[config.mk]
export PLATFORM = sky130hd
export DESIGN_NAME = ol_walker
export DESIGN_NICKNAME = d
export VERILOG_FILES = /design/src/rtl/ol_walker_pkg.sv /design/src/rtl/ol_entry_decode.sv /design/src/rtl/ol_walker.sv
export SDC_FILE = /design/constraint.sdc
export NUM_CORES = 1
export LEC_CHECK = 0
export ABC_CLOCK_PERIOD_IN_PS = 4090
export BUFFER_PORTS_ARGS = -buffer_cell sky130_fd_sc_hd__buf_2
export CORE_ASPECT_RATIO = 1.4
export CORE_MARGIN = 4
export CORE_UTILIZATION = 30
export DETAILED_ROUTE_END_ITERATION = 12
export GPL_TIMING_DRIVEN = 0
export HOLD_SLACK_MARGIN = 0.05
export PLACE_DENSITY = 0.59
export SLEW_MARGIN = 20
export SYNTH_ARGS = -nofsm -noshare
export SYNTH_HDL_FRONTEND = slang
export SYNTH_SLANG_ARGS = --single-unit
export TNS_END_PERCENT = 50
[constraint.sdc]
create_clock -name clock -period 4.09 [get_ports clock]
set_input_delay 0.2045 -clock clock [delete_from_list [all_inputs] [get_ports clock]]
set_output_delay 0.2045 -clock clock [all_outputs]
set_load 0.1 [all_outputs]
[src/rtl/ol_walker_pkg.sv]
// Shared definitions for the object-list walker and the ISP parser: entry-type
// codes, bit positions of the fields inside a list word, and primitive type encodings.
package ol_walker_pkg;

  localparam int ADDR_W = 24;

  localparam int TYPE_MSB       = 31;
  localparam int TYPE_LSB       = 29;
  localparam int STRIP_FLAG_BIT = 31;
  localparam int LINK_END_BIT   = 28;
  localparam int MASK_MSB       = 30;
  localparam int MASK_LSB       = 25;
  localparam int COUNT_MSB      = 28;
  localparam int COUNT_LSB      = 25;
  localparam int SHADOW_BIT     = 24;
  localparam int SKIP_MSB       = 23;
  localparam int SKIP_LSB       = 21;
  localparam int OFFSET_MSB     = 20;
  localparam int LINK_ADDR_MSB  = 23;
  localparam int LINK_ADDR_LSB  = 2;

  localparam logic [2:0] CODE_TRI  = 3'b100;
  localparam logic [2:0] CODE_QUAD = 3'b101;
  localparam logic [2:0] CODE_RSVD = 3'b110;
  localparam logic [2:0] CODE_LINK = 3'b111;

  typedef enum logic [1:0] {
    PRIM_STRIP = 2'd0,
    PRIM_TRI   = 2'd1,
    PRIM_QUAD  = 2'd2
  } prim_type_e;

  typedef enum logic [2:0] {
    ST_IDLE,
    ST_FETCH,
    ST_DECODE,
    ST_EMIT,
    ST_DONE
  } ol_state_e;

  // Word offset into the parameter buffer; the sum wraps at 24 bits.
  function automatic logic [ADDR_W-1:0] param_addr(input logic [ADDR_W-1:0] base,
                                                    input logic [OFFSET_MSB:0] offset);
    return base + {1'b0, offset, 2'b00};
  endfunction

endpackage

[src/rtl/ol_entry_decode.sv]
// Pure combinational split of one object-list word into its entry kind and
// primitive/link fields.
module ol_entry_decode
  import ol_walker_pkg::*;
(
  input  logic [31:0]         word,
  output logic                is_strip,
  output logic                is_tri,
  output logic                is_quad,
  output logic                is_link,
  output logic                is_end,
  output logic [5:0]          strip_mask,
  output logic [3:0]          count,
  output logic                shadow,
  output logic [2:0]          skip,
  output logic [OFFSET_MSB:0] offset,
  output logic [ADDR_W-1:0]   link_addr
);

  logic [2:0] code;

  assign code     = word[TYPE_MSB:TYPE_LSB];
  assign is_strip = ~word[STRIP_FLAG_BIT];
  assign is_tri   = (code == CODE_TRI);
  assign is_quad  = (code == CODE_QUAD);
  assign is_link  = (code == CODE_LINK) && !word[LINK_END_BIT];
  // The reserved code closes the list just like an end-of-list link.
  assign is_end   = ((code == CODE_LINK) && word[LINK_END_BIT]) || (code == CODE_RSVD);

  assign strip_mask = word[MASK_MSB:MASK_LSB];
  assign count      = word[COUNT_MSB:COUNT_LSB];
  assign shadow     = word[SHADOW_BIT];
  assign skip       = word[SKIP_MSB:SKIP_LSB];
  assign offset     = word[OFFSET_MSB:0];
  assign link_addr  = {word[LINK_ADDR_MSB:LINK_ADDR_LSB], 2'b00};

endmodule

[src/rtl/ol_walker.sv]
// Object-list walker: fetches list words from VRAM, follows links and hands
// primitive descriptors to the ISP parser over a valid/ready handshake.
module ol_walker
  import ol_walker_pkg::*;
#(
  parameter int LINK_LIMIT = 1024
) (
  input  logic        clock,
  input  logic        reset_n,
  input  logic        ol_start,
  input  logic [23:0] ol_base_addr,
  input  logic [23:0] param_base,
  output logic        ol_vram_rd,
  output logic [23:0] ol_vram_addr,
  input  logic [31:0] ol_vram_din,
  input  logic        ol_vram_ack,
  output logic        prim_valid,
  input  logic        prim_ready,
  output logic [1:0]  prim_type,
  output logic [23:0] prim_param_addr,
  output logic [5:0]  prim_strip_mask,
  output logic [3:0]  prim_count,
  output logic [2:0]  prim_skip,
  output logic        prim_shadow,
  output logic        ol_busy,
  output logic        ol_done,
  output logic        ol_error
);

  localparam int CNT_W = $clog2(LINK_LIMIT + 1);

  ol_state_e          state, state_next;
  logic [ADDR_W-1:0]  ptr;
  logic [ADDR_W-1:0]  param_base_q;
  logic [31:0]        word_q;
  logic [CNT_W-1:0]   link_cnt;
  prim_type_e         prim_type_q;

  logic start_walk, latch_word, load_prim, ptr_step, ptr_link, error_next;

  logic                is_strip, is_tri, is_quad, is_link, is_end;
  logic [5:0]          d_mask;
  logic [3:0]          d_count;
  logic                d_shadow;
  logic [2:0]          d_skip;
  logic [OFFSET_MSB:0] d_offset;
  logic [ADDR_W-1:0]   d_link_addr;

  ol_entry_decode u_decode (
    .word       (word_q),
    .is_strip   (is_strip),
    .is_tri     (is_tri),
    .is_quad    (is_quad),
    .is_link    (is_link),
    .is_end     (is_end),
    .strip_mask (d_mask),
    .count      (d_count),
    .shadow     (d_shadow),
    .skip       (d_skip),
    .offset     (d_offset),
    .link_addr  (d_link_addr)
  );

  // NOTE: every output of this block gets a default first, so no path can infer a latch.
  always_comb begin
    state_next = state;
    ol_vram_rd = 1'b0;
    prim_valid = 1'b0;
    ol_busy    = 1'b0;
    ol_done    = 1'b0;
    start_walk = 1'b0;
    latch_word = 1'b0;
    load_prim  = 1'b0;
    ptr_step   = 1'b0;
    ptr_link   = 1'b0;
    error_next = 1'b0;
    case (state)
      ST_IDLE: begin
        if (ol_start) begin
          start_walk = 1'b1;
          state_next = ST_FETCH;
        end
      end
      ST_FETCH: begin
        ol_busy    = 1'b1;
        ol_vram_rd = 1'b1;
        if (ol_vram_ack) begin
          latch_word = 1'b1;
          state_next = ST_DECODE;
        end
      end
      ST_DECODE: begin
        ol_busy = 1'b1;
        if (is_strip && (d_mask == 6'd0)) begin
          ptr_step   = 1'b1;
          state_next = ST_FETCH;
        end else if (is_strip || is_tri || is_quad) begin
          load_prim  = 1'b1;
          state_next = ST_EMIT;
        end else if (is_link) begin
          ptr_link = 1'b1;
          // This link is the LINK_LIMIT-th one followed: give up on the list.
          if (link_cnt == CNT_W'(LINK_LIMIT - 1)) begin
            error_next = 1'b1;
            state_next = ST_IDLE;
          end else begin
            state_next = ST_FETCH;
          end
        end else if (is_end) begin
          state_next = ST_DONE;
        end
      end
      ST_EMIT: begin
        ol_busy    = 1'b1;
        prim_valid = 1'b1;
        if (prim_ready) begin
          ptr_step   = 1'b1;
          state_next = ST_FETCH;
        end
      end
      ST_DONE: begin
        ol_done    = 1'b1;
        state_next = ST_IDLE;
      end
      default: state_next = ST_IDLE;
    endcase
  end

  // NOTE: sequential state uses non-blocking assignments so all registers update together.
  always_ff @(posedge clock) begin
    if (!reset_n) begin
      state           <= ST_IDLE;
      ptr             <= '0;
      param_base_q    <= '0;
      word_q          <= '0;
      link_cnt        <= '0;
      prim_type_q     <= PRIM_STRIP;
      prim_param_addr <= '0;
      prim_strip_mask <= '0;
      prim_count      <= '0;
      prim_skip       <= '0;
      prim_shadow     <= 1'b0;
      ol_error        <= 1'b0;
    end else begin
      state    <= state_next;
      ol_error <= error_next;
      if (start_walk) begin
        ptr          <= ol_base_addr & 24'hFF_FFFC;
        param_base_q <= param_base;
        link_cnt     <= '0;
      end
      if (latch_word) word_q <= ol_vram_din;
      if (ptr_step)   ptr    <= ptr + 24'd4;
      if (ptr_link) begin
        ptr      <= d_link_addr;
        link_cnt <= link_cnt + CNT_W'(1);
      end
      if (load_prim) begin
        prim_type_q     <= is_strip ? PRIM_STRIP : (is_tri ? PRIM_TRI : PRIM_QUAD);
        prim_param_addr <= param_addr(param_base_q, d_offset);
        prim_strip_mask <= is_strip ? d_mask : 6'd0;
        prim_count      <= is_strip ? 4'd0 : d_count;
        prim_skip       <= d_skip;
        prim_shadow     <= d_shadow;
      end
    end
  end

  assign ol_vram_addr = ptr;
  assign prim_type    = prim_type_q;

endmodule

==> results of run 1 <==
## final cells by class
| cell class | count | area (sq um) | share of cell area (%) |
|---|---|---|---|
| clock inverter | 14 | 119 | 1.34 |
| inverter | 14 | 52.6 | 0.594 |
| tap | 297 | 372 | 4.20 |
| clock buffer | 18 | 429 | 4.85 |
| buffer | 50 | 216 | 2.45 |
| timing repair buffer | 206 | 1310 | 14.8 |
| multi-input combinational | 654 | 3650 | 41.2 |
| sequential | 135 | 2700 | 30.5 |
## repair_timing
action,4_1_cts,5_1_grt
setup buffers,0,0
hold buffers,56,0
gates resized for setup,0,0
endpoints found under the hold margin,56,0
## sequential cells by signal, indices dropped and copies added (netlist names)
signal / cells
word_q: 32
ol_vram_addr: 24
param_base_q: 24
prim_param_addr: 24
link_cnt: 11
prim_strip_mask: 6
prim_count: 4
prim_skip: 3
state: 3
prim_type: 2
ol_error: 1
prim_shadow: 1
## per-stage QoR
step | hold WS (ns) | setup WS [ns] | cells
2_1_floorplan | 0.340 | 1.31 | 853
3_3_place_gp | 0.433 | 1.39 | 1300
3_5_place_dp | 0.444 | 1.42 | 1300
4_1_cts | 0.0760 | 1.40 | 1388
5_1_grt | 0.105 | 1.22 | 1388
6_report | 0.0777 | 1.40 | 1388
## layer usage
| metal | up-vias | part of all wire, % | GRT usage, % |
|---|---|---|---|
| met4 | 0 | 6.1 | 12.3 |
| met2 | 246 | 51 | 35.7 |
| li1 | 3468 | - | - |
| met1 | 3267 | 39 | 21.4 |
| met5 | - | 0 | 0 |
| met3 | 76 | 4.6 | 3.45 |
## critical path: stages, from the launching register on
cell       delay [ns]
dfxtp_1          0.34
ha_1             0.17
inv_1            0.05
fa_1             0.40
nor2b_1          0.19
o2111ai_1        0.16
a32oi_1          0.41
a211oi_1         0.18
o31ai_1          0.41
xnor2_1          0.17
o21ai_0          0.08
## path summary, 6_finish.rpt
kind	from	end	slack, ns	cells past startpoint
setup / recovery	param_base_q[2]$_SDFFE_PN0P_	prim_param_addr[22]$_SDFFE_PN0P_	1.40	10
hold / removal	ol_base_addr[4]	ol_vram_addr[4]$_SDFFE_PN0P_	0.08	3
setup reg to reg	param_base_q[2]$_SDFFE_PN0P_	prim_param_addr[22]$_SDFFE_PN0P_	1.40	10
hold reg to reg	prim_param_addr[10]$_SDFFE_PN0P_	prim_param_addr[10]$_SDFFE_PN0P_	0.45	2
## logic make-up (layout without fill, tap and decap cells)
kind of cell / Yosys count / count (layout) / synth area share, %
buffers and inverters: 64 / 302 / 4.06
muxes: 4 / 4 / 0.605
xor gates and xnor gates: 31 / 31 / 4.10
and+or+nand+nor: 357 / 357 / 23.9
adders and majority gates: 24 / 24 / 4.65
AOI/OAI and AO/OA: 238 / 238 / 21.9
DFF: 135 / 135 / 40.8
## power by group through the flow
stage / sequential [mW] / combinational, mW / clock (mW)
finish: 1.44 / 0.637 / 1.45
global placement: 1.47 / 0.592 / 0
CTS: 1.44 / 0.638 / 1.46
floorplan: 1.61 / 0.260 / 0
global route: 1.45 / 0.684 / 1.52
detailed placement: 1.47 / 0.595 / 0
## cell usage after synthesis (3+ instances only)
library cell and number:
o21ai_0 39, ha_1 23, o31ai_1 5, xor2_1 21, inv_1 14, nor4_1 4
a21o_1 9, clkbuf_1 38, o21a_1 4, a211oi_1 6, a21oi_1 117, xnor2_1 10
nor3_1 11, buf_2 8, nor3b_1 3, and2_1 7, and3_1 8, nand4b_1 3
and4_1 3, nand4_1 11, nor2_1 62, a22oi_1 14, nand3_1 34, o211ai_1 5
mux2i_1 4, dfxtp_1 135, a221oi_1 3, a31oi_1 5, or3_1 3, nand2_1 193
==> flow_summary.rst, run 1 <==
.. list-table::
   :header-rows: 1

   * - Metric
     - Value
   * - Sequential share of the synthesized area
     - 40.8%
   * - Routability Congestion
     - ~0.94
   * - Total cell area at the placement stage
     - ~7700 sq um
   * - Routed vias
     - 7057
   * - Level count of the clock H-tree
     - 4
   * - Post-synthesis cell type with the largest combined area
     - dfxtp_1
   * - Most frequent standard cell in the layout excluding fill and tap cells
     - nand2_1
   * - Tcrit/Tclk final
     - ~66%
   * - Number of instances in the synthesized netlist
     - 853
   * - Ys Warns
     - 0
   * - Max Buffers Root-to-Sink
     - 2
   * - Antenna Nets Post-Route
     - 0
   * - Post-route cell area
     - 8850 sq um
   * - Clock slew at reported path FFs
     - 0.06 ns
   * - Total clock buffers created by CTS
     - 17
   * - Static leakage
     - 3.67 nW
   * - Sw Share
     - 33.2%
   * - Share of total power in combinational logic
     - 18.1%
   * - Setup repair after global routing missed its margin
     - false
   * - Layout-stage area growth over the synthesis result
     - 33.7%
   * - Layout cells sized above 1
     - 19.0%
   * - Filler Cell Count
     - around 2300
   * - Crit Path Max Fanout
     - 3
   * - Overflow left after global routing
     - 0
   * - Biggest area contributors in the synthesized netlist
     - dfxtp_1 (41%), nand2_1 (11%), a21oi_1 (8.8%)
   * - First-pass GRT wire length
     - between 30000 and 40000 um
   * - DR DRC count
     - 0
   * - Vias in the first global route
     - 6975
   * - Starting DRC count in detailed routing
     - 375
   * - Number of flip-flops and latches in the synthesized netlist
     - 135
   * - Number of library cell types mapped by synthesis
     - 67
   * - TritonCTS sink count
     - 135
   * - Max-capacitance violation count
     - 0
   * - Worst setup skew after layout
     - 0.0125 ns
   * - Final number of hold-violating endpoints
     - 0
   * - Area share of the largest cell type after synthesis
     - 40.8%
   * - Run status
     - complete, no violations
   * - Internal cell power
     - 2.35 mW
   * - Initial antenna violation count
     - 0
   * - CP Launch Type
     - flip-flop
   * - Number of search-and-repair iterations in the first detailed-routing pass
     - 5
   * - Global-route total usage across every layer
     - 19.8%
   * - Final setup fails
     - 0
   * - Slew of the pin with the lowest slew margin
     - between 0.9 and 1 ns
   * - Vias per cell
     - ~5.1
   * - Die footprint
     - roughly 25000 sq um
   * - Number of diodes
     - 0
   * - DP HPWL
     - 18800 um
   * - Count of pins over their slew limit
     - 0
   * - EDFF count, synth
     - 0
   * - Setup total negative slack
     - 0 ns
   * - Final worst path period need
     - 2.69 ns
   * - Die Y
     - 184 um
   * - Peak Freq
     - 0.372 GHz
   * - PortBufs
     - 150
   * - Critical Setup Path Class
     - reg -> reg
   * - WP data required
     - 4.40 ns
   * - Most frequent cells in the layout
     - nand2_1 (193), buf_2 (158), dfxtp_1 (135)
   * - Final-stage net count
     - 1187
   * - Number of top-level pins
     - 154
   * - Total Routed Length
     - between 20000 and 25000 um
   * - CTS Root Buffer Type
     - clkbuf_16
   * - Clock power share
     - 41.1%
   * - Number of cell rows
     - 64
   * - Clock tree from TritonCTS
     - built
   * - Clock latency on the worst-skew pair
     - ~0.43 ns
   * - Total power per unit cell area
     - 398 nW/um^2
   * - Max IR drop VDD
     - just over 0.3 mV
   * - Syn nets
     - 962
   * - Data arrival, critical path
     - around 3.0 ns
   * - Largest net degree at the start of global routing
     - 17
   * - Crit. End Element
     - flip-flop
   * - Path class of the lowest-slack min-delay path
     - in -> reg
   * - Syn_area_per_cell
     - between 7 and 8 sq um
   * - Flip-flop cell with the highest count after synthesis
     - dfxtp_1
   * - Final routed wire length divided by cell count
     - 17.7 um
   * - Core ar.
     - 21800 sq um
   * - Part of the power in registers
     - 40.8%
   * - Overall power after layout
     - 3.53 mW
   * - Floorplan die width
     - between 100 and 150 um
   * - Total net switching power
     - roughly 1.2 mW
   * - Effective utilization at floorplan
     - 30.4%
   * - Relative slew slack
     - 33.2%
   * - Async SR Flop Fraction
     - 0%
   * - Mapped Area
     - 6620 sq um
   * - Post-layout util
     - between 40% and 50%
Note: power is estimated with default switching activity, not from simulation.
==> inputs of run 2 (changes only) <==
- ABC_CLOCK_PERIOD_IN_PS: 4090 -> 2200
- PLACE_DENSITY: 0.59 -> 0.6
- clock period: 4.09 -> 2.2 ns (I/O delays scaled with it)
==> run 2 against run 1 <==
  * The flow now finishes with violations (negative setup slack)
  * Sequential power increased by 86%
  * Power up 90%
  * Clock-buffer cell count grew 1
  * First-iteration DRC count shrank 1.6%
  * Worst setup slack got worse by 1.5 ns
  * Fmax up 18%
  * Critical path type unchanged
==> flow_summary.rst, run 2 (same netlist as run 1, synthesis figures left out) <==
.. list-table::
   :header-rows: 1

   * - Metric
     - Value
   * - Run status
     - finished with violations (was complete, no violations)
   * - Violated checks
     - negative setup slack
   * - Crit. End Element
     - flip-flop (unchanged)
   * - Starting DRC count in detailed routing
     - 369 (was 375)
   * - PortBufs
     - 150 (unchanged)
   * - Number of diodes
     - 0 (unchanged)
   * - Clock latency on the worst-skew pair
     - 0.43 ns (about the same)
   * - Crit Path Max Fanout
     - 2 (was 3)
   * - Vias per cell
     - 5.07 (was 5.08)
   * - Data arrival, critical path
     - 2.60 ns (was 3.00 ns)
   * - CTS Root Buffer Type
     - clkbuf_16 (unchanged)
   * - Static leakage
     - 3.84 nW (was 3.67 nW)
   * - Final worst path period need
     - 2.29 ns (was 2.69 ns)
   * - Effective utilization at floorplan
     - 30.4% (unchanged)
   * - Number of cell rows
     - 64 (unchanged)
   * - Peak Freq
     - 0.438 GHz (was 0.372 GHz)
   * - Die Y
     - 184 um (unchanged)
   * - TritonCTS sink count
     - 135 (unchanged)
   * - Slew of the pin with the lowest slew margin
     - 0.802 ns (was 0.992 ns)
   * - Most frequent standard cell in the layout excluding fill and tap cells
     - nand2_1 (unchanged)
   * - Final routed wire length divided by cell count
     - 17.9 um (was 17.7 um)
   * - Share of total power in combinational logic
     - 19.2% (was 18.1%)
   * - Clock power share
     - 40.8% (was 41.1%)
   * - CP Launch Type
     - flip-flop (unchanged)
   * - Global-route total usage across every layer
     - 20.0% (was 19.8%)
   * - Worst setup skew after layout
     - 0.00767 ns (was 0.0125 ns)
   * - Core ar.
     - 21800 sq um (unchanged)
   * - Initial antenna violation count
     - 1 (was 0)
   * - Part of the power in registers
     - 40.1% (was 40.8%)
   * - Vias in the first global route
     - 6921 (was 6975)
   * - Relative slew slack
     - 46.6% (was 33.2%)
   * - Count of pins over their slew limit
     - 0 (unchanged)
   * - Level count of the clock H-tree
     - 4 (unchanged)
   * - Post-layout worst setup margin
     - -0.0853 ns (was 1.40 ns)
   * - Max-capacitance violation count
     - 0 (unchanged)
   * - Tcrit/Tclk final
     - 104% (was 65.8%)
   * - Final number of hold-violating endpoints
     - 0 (unchanged)
   * - Routability Congestion
     - 0.926 (was 0.941)
   * - Path class of the lowest-slack min-delay path
     - in -> reg (unchanged)
   * - Routed vias
     - 7142 (was 7057)
   * - DP HPWL
     - 19000 um (was 18800 um)
   * - Max FFs per register
     - 32 (unchanged)
   * - Floorplan die width
     - 134 um (unchanged)
   * - First-pass GRT wire length
     - 37500 um (about the same)
   * - Sw Share
     - 32.7% (was 33.2%)
   * - Total net switching power
     - 2.19 mW (was 1.17 mW)
   * - Overflow left after global routing
     - 0 (unchanged)
   * - Final setup fails
     - 4 (was 0)
   * - Critical Setup Path Class
     - reg -> reg (unchanged)
   * - Max IR drop VDD
     - 0.518 mV (was 0.310 mV)
   * - Overall power after layout
     - 6.70 mW (was 3.53 mW)
   * - Register with the most flip-flops
     - word_q (unchanged)
   * - Most frequent cells in the layout
     - nand2_1 (189), buf_2 (160), dfxtp_1 (115) (was nand2_1 (193), buf_2 (158), dfxtp_1 (135))
   * - Layout cells sized above 1
     - 27.9% (was 19.0%)
   * - Total Routed Length
     - 25200 um (was 24500 um)
   * - Clock tree from TritonCTS
     - built (unchanged)
   * - Die footprint
     - 24500 sq um (unchanged)
   * - Clock slew at reported path FFs
     - 0.06 ns (about the same)
   * - Internal cell power
     - 4.51 mW (was 2.35 mW)
   * - Total power per unit cell area
     - 708 nW/um^2 (was 398 nW/um^2)
   * - Largest net degree at the start of global routing
     - 17 (unchanged)
   * - Number of search-and-repair iterations in the first detailed-routing pass
     - 6 (was 5)
   * - Antenna Nets Post-Route
     - 0 (unchanged)
   * - Max Buffers Root-to-Sink
     - 2 (unchanged)
   * - Final-stage net count
     - 1209 (was 1187)
   * - Total clock buffers created by CTS
     - 17 (unchanged)
   * - Smallest hold slack
     - 0.0603 ns (was 0.0777 ns)
   * - Layout-stage area growth over the synthesis result
     - 42.9% (was 33.7%)
   * - DR DRC count
     - 0 (unchanged)
   * - WP data required
     - 2.52 ns (was 4.40 ns)
   * - Setup repair after global routing missed its margin
     - true (was false)
   * - Number of top-level pins
     - 154 (unchanged)
run 2: cell count changes in the layout (fill, tap and decap cells not counted), sizes merged:
cell,previous run,this run
clkinvlp,3,2
dlygate4sd3,56,62
buf,162,182
clkbuf,56,53
inv,20,21
clkinv,5,4
run 2: timing repair:
action,4_1_cts,5_1_grt
hold endpoints to repair,61,1
hold buffers,61,1
resized for setup,41,72
pin swaps,19,20
setup buffers,9,9
setup endpoints to repair,59,65
cloned,2,0
run 2: through the flow:
| step | setup WS, ns | instances | cell area [sq um] | util, % | setup TNS [ns] |
|---|---|---|---|---|---|
| floorplan | -0.0864 | 853 | 6650 | - | -0.136 |
| global placement | -0.501 | 1300 | 7770 | 35.7 | -12.01 |
| detailed placement | -0.489 | 1300 | 7770 | 35.7 | -12.29 |
| CTS | -0.169 | 1401 | 9170 | 42.1 | -0.466 |
| global route | -0.170 | 1410 | 9460 | 43.4 | -1.85 |
| finish | -0.0853 | 1410 | 9460 | 43.4 | -0.116 |
run 2: area by class of cell:
type | instances | area, sq um
plain buffers | 47 | 238
repair buffers | 231 | 1540
fillers | 2279 | 12300
inverters | 14 | 52.6
flip-flops and latches | 135 | 2740
clock buffers | 19 | 453
well taps | 297 | 372
clock inverters | 13 | 113
multi-input cells | 654 | 3960
run 2: critical path: stages, from the launching register on:
cell and delay (ns):
dfxtp_2 0.36, ha_4 0.14, inv_2 0.03, fa_2 0.36, nor2b_4 0.16, o2111ai_4 0.14
a32oi_2 0.28, a211oi_2 0.13, o31ai_2 0.33, xnor2_1 0.16, o21ai_1 0.07
run 2: power by group through the flow:
| stage | Sequential, mW | Combinational (mW) | Clock [mW] |
|---|---|---|---|
| global route | 2.70 | 1.37 | 2.89 |
| floorplan | 3.01 | 0.485 | 0 |
| CTS | 2.68 | 1.23 | 2.79 |
| detailed placement | 2.73 | 1.11 | 0 |
| global placement | 2.73 | 1.11 | 0 |
| finish | 2.68 | 1.28 | 2.73 |
run 2: per-layer routing:
metal	share of wire (%)	global-route usage, %
met5	0.028	0
met3	5.4	4.85
met4	5.7	12.1
met1	37	20.5
met2	51	36.5
run 2: final timing paths:
kind                            cells past startpoint                             start                               end  slack, ns
worst max register to register                     10      param_base_q[2]$_SDFFE_PN0P_  prim_param_addr[22]$_SDFFE_PN0P_      -0.09
worst min-delay path                                3                   ol_base_addr[9]      ol_vram_addr[9]$_SDFFE_PN0P_       0.06
worst max-delay path                               10      param_base_q[2]$_SDFFE_PN0P_  prim_param_addr[22]$_SDFFE_PN0P_      -0.09
worst min register to register                      2  prim_param_addr[13]$_SDFFE_PN0P_  prim_param_addr[13]$_SDFFE_PN0P_       0.45
